==> config.mk <==
export PLATFORM = sky130hd
export DESIGN_NAME = bitstream_serializer
export DESIGN_NICKNAME = d
export VERILOG_FILES = /design/src/rtl/bitstream_serializer.sv
export SDC_FILE = /design/constraint.sdc
export NUM_CORES = 1
export LEC_CHECK = 0
export CORE_MARGIN = 4
export CORE_UTILIZATION = 59
export CTS_BUF_LIST = sky130_fd_sc_hd__clkbuf_8
export DETAILED_ROUTE_END_ITERATION = 10
export GPL_TIMING_DRIVEN = 0
export PLACE_DENSITY = 0.85
export SLEW_MARGIN = 30
export SYNTH_ARGS = -nofsm -noshare
export SYNTH_HDL_FRONTEND = slang
export SYNTH_SLANG_ARGS = --single-unit
==> constraint.sdc <==
create_clock -name clk -period 2.75 [get_ports clk]
set_input_delay 0.6875 -clock clk [delete_from_list [all_inputs] [get_ports clk]]
set_output_delay 0.6875 -clock clk [all_outputs]
set_load 0.01 [all_outputs]
==> src/rtl/bitstream_serializer.sv <==
// rtl/bitstream_serializer.sv - FIFO-buffered MSB-first word serializer (optional SER_PARITY_EN)
// Define SER_PARITY_EN to append an even-parity bit after bit 0 of every word.
module bitstream_serializer #(
  parameter int   WIDTH    = 8,
  parameter int   DEPTH    = 4,
  parameter logic IDLE_BIT = 1'b0
) (
  input  logic                       clk,
  input  logic                       resetn,
  input  logic [WIDTH-1:0]           in_data,
  input  logic                       in_valid,
  output logic                       in_ready,
  output logic                       dout,
  output logic                       dout_valid,
  output logic                       busy,
  output logic                       underrun,
  output logic [$clog2(DEPTH):0]     fifo_level
);

  localparam int PW = $clog2(DEPTH);
  localparam int LW = PW + 1;
  localparam int CW = $clog2(WIDTH + 2);
`ifdef SER_PARITY_EN
  localparam int FRAME = WIDTH + 1;
`else
  localparam int FRAME = WIDTH;
`endif

  typedef enum logic {S_IDLE, S_SHIFT} state_t;

  logic [WIDTH-1:0] mem_q [DEPTH];
  logic [WIDTH-1:0] mem_d [DEPTH];
  logic [PW-1:0]    wr_ptr_q, wr_ptr_d;
  logic [PW-1:0]    rd_ptr_q, rd_ptr_d;
  logic [LW-1:0]    level_q, level_d;
  state_t           state_q, state_d;
  logic [WIDTH-1:0] sr_q, sr_d;
  logic [CW-1:0]    cnt_q, cnt_d;
  logic             dout_q, dout_d;
  logic             dout_valid_q, dout_valid_d;
  logic             underrun_q, underrun_d;
`ifdef SER_PARITY_EN
  logic             par_q, par_d;
`endif

  logic             push, pop, last_bit;
  logic [WIDTH-1:0] head;

  assign in_ready   = resetn && (level_q < LW'(DEPTH));
  assign dout       = dout_q;
  assign dout_valid = dout_valid_q;
  assign underrun   = underrun_q;
  assign fifo_level = level_q;
  assign busy       = (state_q == S_SHIFT) || (level_q != '0);

  always_comb begin
    push     = in_valid && in_ready;
    last_bit = (state_q == S_SHIFT) && (cnt_q == CW'(FRAME - 1));
    // Reload happens on the last bit so consecutive words leave no gap.
    pop      = (level_q != '0) && ((state_q == S_IDLE) || last_bit);
    head     = mem_q[rd_ptr_q];

    mem_d        = mem_q;
    wr_ptr_d     = wr_ptr_q;
    rd_ptr_d     = rd_ptr_q;
    level_d      = level_q;
    state_d      = state_q;
    sr_d         = sr_q;
    cnt_d        = cnt_q;
    dout_d       = dout_q;
    dout_valid_d = dout_valid_q;
    underrun_d   = 1'b0;
`ifdef SER_PARITY_EN
    par_d        = par_q;
`endif

    if (push) begin
      mem_d[wr_ptr_q] = in_data;
      wr_ptr_d        = wr_ptr_q + PW'(1);
    end
    if (pop) begin
      rd_ptr_d = rd_ptr_q + PW'(1);
    end
    case ({push, pop})
      2'b10:   level_d = level_q + LW'(1);
      2'b01:   level_d = level_q - LW'(1);
      default: level_d = level_q;
    endcase

    if (pop) begin
      state_d      = S_SHIFT;
      cnt_d        = '0;
      dout_d       = head[WIDTH-1];
      sr_d         = {head[WIDTH-2:0], 1'b0};
      dout_valid_d = 1'b1;
`ifdef SER_PARITY_EN
      par_d        = ^head;
`endif
    end else if (last_bit) begin
      state_d      = S_IDLE;
      cnt_d        = '0;
      dout_d       = IDLE_BIT;
      dout_valid_d = 1'b0;
      underrun_d   = 1'b1;
    end else if (state_q == S_SHIFT) begin
      cnt_d  = cnt_q + CW'(1);
      dout_d = sr_q[WIDTH-1];
      sr_d   = {sr_q[WIDTH-2:0], 1'b0};
`ifdef SER_PARITY_EN
      if (cnt_q == CW'(WIDTH - 1)) begin
        dout_d = par_q;
      end
`endif
    end
  end

  // Storage is not reset; the pointers and level alone define its contents.
  always_ff @(posedge clk) begin
    mem_q <= mem_d;
  end

  always_ff @(posedge clk) begin
    if (!resetn) begin
      wr_ptr_q     <= '0;
      rd_ptr_q     <= '0;
      level_q      <= '0;
      state_q      <= S_IDLE;
      sr_q         <= '0;
      cnt_q        <= '0;
      dout_q       <= IDLE_BIT;
      dout_valid_q <= 1'b0;
      underrun_q   <= 1'b0;
`ifdef SER_PARITY_EN
      par_q        <= 1'b0;
`endif
    end else begin
      wr_ptr_q     <= wr_ptr_d;
      rd_ptr_q     <= rd_ptr_d;
      level_q      <= level_d;
      state_q      <= state_d;
      sr_q         <= sr_d;
      cnt_q        <= cnt_d;
      dout_q       <= dout_d;
      dout_valid_q <= dout_valid_d;
      underrun_q   <= underrun_d;
`ifdef SER_PARITY_EN
      par_q        <= par_d;
`endif
    end
  end

endmodule
==> metrics.md <==
| Metric | Value |
|---|---|
| Outcome | complete, no violations |
| CTS tree | done |
| Worst path required time | 2.98 ns |
| Via count | 1329 |
| Commonest non-fill, non-tap cell in the layout | edfxtp_1 |
| Critical path class | reg2reg |
| Antenna cell count | 0 |
| Tightest Pin Transition | 0.5088 ns |
| Largest net degree at the start of global routing | 16 |
| Core area | 3661 sq um |
| Vias per cell | 5.631 |
| Slew Limit Fails | 0 |
| Number of DRC markers in iteration 0 | 71 |
| Multi-input gate area | 812.0 sq um |
| Routed WL per cell | 16.47 um |
| Yosys warnings | 0 |
| Synth Instances | 162 |
| Mapped Nets | 180 |
| Cell Rows | 22 |
| RSZ-0062 raised after global routing | false |
| Placement Cell Area | 2490 sq um |
| Kind of end point of the critical path | register |
| Clock Root Buffer | clkbuf_8 |
| Post-DP HPWL | 2.769 mm |
| Drt pass-1 iters | 4 |
| Cell variety after synth | 36 |
| Startpoint Class | register |
| Commonest non-fill, non-tap cells in the layout | 32 x edfxtp_1, 24 x nand2_1, 21 x dfxtp_1 |
| Routed wire length | 3.887 mm |
| Crit path max fanout | 4 |
| #FFs+latches synth | 53 |
| I/O pin count | 19 |
| Vias in the first global route | 1377 |
| Peak VDD IR | 0.5970 mV |
| Initial Util | 61.45% |
| H-tree levels | 2 |
| Leading area contributor after synthesis | edfxtp_1 |
| Met1 usage | 21.01% |
| Global-route wire length before repair | 6.548 mm |
| DRT antenna net count | 0 |
| Die area | 4865 sq um |
| Skew-Pair Late Insertion Delay | 0.30 ns |
| Post-CTS Setup Repair Bufs | 0 |
| WHS | 0.4557 ns |
| Met2 Use GR | 29.87% |
| Setup TNS | 0 ns |
| Reg area | 1381 sq um |
| Post-synth top area share | 42.71% |
| Gr ovfl total | 0 |
| Worst path arrival time | 2.72 ns |
| Max Fclk | 401.2 MHz |
| Post-synthesis sequential area ratio | 61.40% |
| Hold-fix buffers, CTS | 0 |
| Tmin final | 2.492 ns |
| M3 GR Usage | 4.493% |
| Clk sinks | 53 |
| Leak | 0.9797 nW |
| Die span in y | 69.75 um |
| Synth Cell Area | 2250 sq um |
| P per Cell Area | 961.1 nW/um^2 |
| Area Growth Syn to Fin | 15.74% |
| Clock buffer depth | 2 |
| Fin. Hold Viols | 0 |
| Hold crit path type | reg2reg |
| Clk slew on worst S/H paths | 0.09 ns |
| Die width | 69.75 um |
| Largest cells by area after synthesis | edfxtp_1 43%, dfxtp_1 19%, mux4_1 8.2%, nand2_1 4.0%, ha_1 3.3% |
| Layout cell share with drive strength beyond 1 | 7.979% |
| Max cap viols | 0 |
| Final #Nets | 205 |
| Number of buffers created by CTS | 5 |
| Initial antenna violation count | 0 |
| Setup violators final | 0 |
| Rel. slew slack | 66.08% |
| Core Util, Final | 71.12% |
| FILL cells | 244 |
| Clk_skew | 0.005489 ns |
| Crit share post-route | 90.63% |
| Mean post-synth cell area | 13.89 sq um |
| Residual DRC | 0 |
| Design Area, Final | 2604 sq um |
| GRT Overall Usage | 17.45% |
| RD Place Congestion | 0.7282 |
| Port bufs | 18 |
| GRT Max-Usage Layer | met2 |
## power breakdown
part	switching (mW)	leakage [nW]	internal, mW	total, mW
Clock	0.230	0.0570	0.265	0.495
Sequential	0.125	0.463	0.972	1.10
Combinational	0.465	0.460	0.445	0.911
## sequential cells by signal (all words and copies together) (netlist names)
register    flops
mem_q          32
dout_valid      1
wr_ptr_q        2
sr_q            7
fifo_level      3
cnt_q           4
rd_ptr_q        2
dout            1
underrun        1
## through the flow
step	std cells	setup slack [ns]	total power [mW]
4_1_cts	236	0.02554	2.511
3_5_place_dp	228	-0.2550	2.012
5_1_grt	236	0.08608	2.655
6_report	236	0.2577	2.502
2_1_floorplan	162	0.3898	1.727
3_3_place_gp	228	-0.1616	1.944
## repair_timing
action,CTS,global route
hold endpoints to repair,0,0
gates resized for setup,1,1
endpoints found under the setup margin,1,2
## final timing paths
| path | startpoint | to | slack (ns) | cells after the start |
|---|---|---|---|---|
| setup reg to reg | cnt_q[0]$_SDFFE_PP0P_ | fifo_level[2]$_SDFFE_PN0P_ | 0.26 | 9 |
| setup / recovery | cnt_q[0]$_SDFFE_PP0P_ | fifo_level[2]$_SDFFE_PN0P_ | 0.26 | 9 |
| hold / removal | sr_q[1]$_SDFFE_PN0P_ | sr_q[1]$_SDFFE_PN0P_ | 0.46 | 2 |
| hold reg to reg | sr_q[1]$_SDFFE_PN0P_ | sr_q[1]$_SDFFE_PN0P_ | 0.46 | 2 |
## critical path: stages (launching register included)
cell and delay [ns]:
dfxtp_1 0.40, ha_1 0.22, nand3b_1 0.16, a21oi_2 0.30, ha_1 0.25, inv_1 0.07
fa_1 0.39, xor2_1 0.18, or3_1 0.30, a21boi_0 0.16
## routing by layer
metal,part of all wire [%],wire length (um),vias up
li1,-,-,644
met5,0,0,-
met2,51,1990,34
met3,3.3,128,8
met4,1.5,59,0
met1,44,1709,643
## final cells by class
type,count,share of cell area [%]
clock inverter,3,1.442
clock buffer,5,2.643
inverter,7,1.009
sequential,53,53.05
tap,48,2.307
multi-input combinational,96,31.19
buffer,6,1.346
timing repair buffer,18,7.016
## logic make-up after synthesis
kind of cell    share of synthesized area, %
fa+ha+maj                              4.227
buf+inv                                2.725
simple gates                           12.96
xor+xnor                               2.336
compound gates                         6.729
mux                                    9.622
flops                                  61.40
## synthesized netlist by cell type
library cell	n
edfxtp_1	32
nand2_1	24
dfxtp_1	21
o21ai_0	8
and2_1	7
inv_1	7
mux4_1	7
ha_1	6
and3_1	4
nand3_1	4
o211a_1	4
xor2_1	4
a21boi_0	3
clkbuf_1	3
nand3b_1	3
a31oi_1	2
nor2_1	2
or3_1	2
xnor2_1	2
a21oi_1	1
a21oi_2	1
a221oi_2	1
a22oi_1	1
buf_2	1
buf_4	1
buf_6	1
fa_1	1
mux2i_1	1
mux4_2	1
nand2b_1	1
nand4_1	1
nor2b_1	1
nor2b_2	1
nor3_1	1
nor3_4	1
nor4_4	1
(Power assumes the default switching activity.)
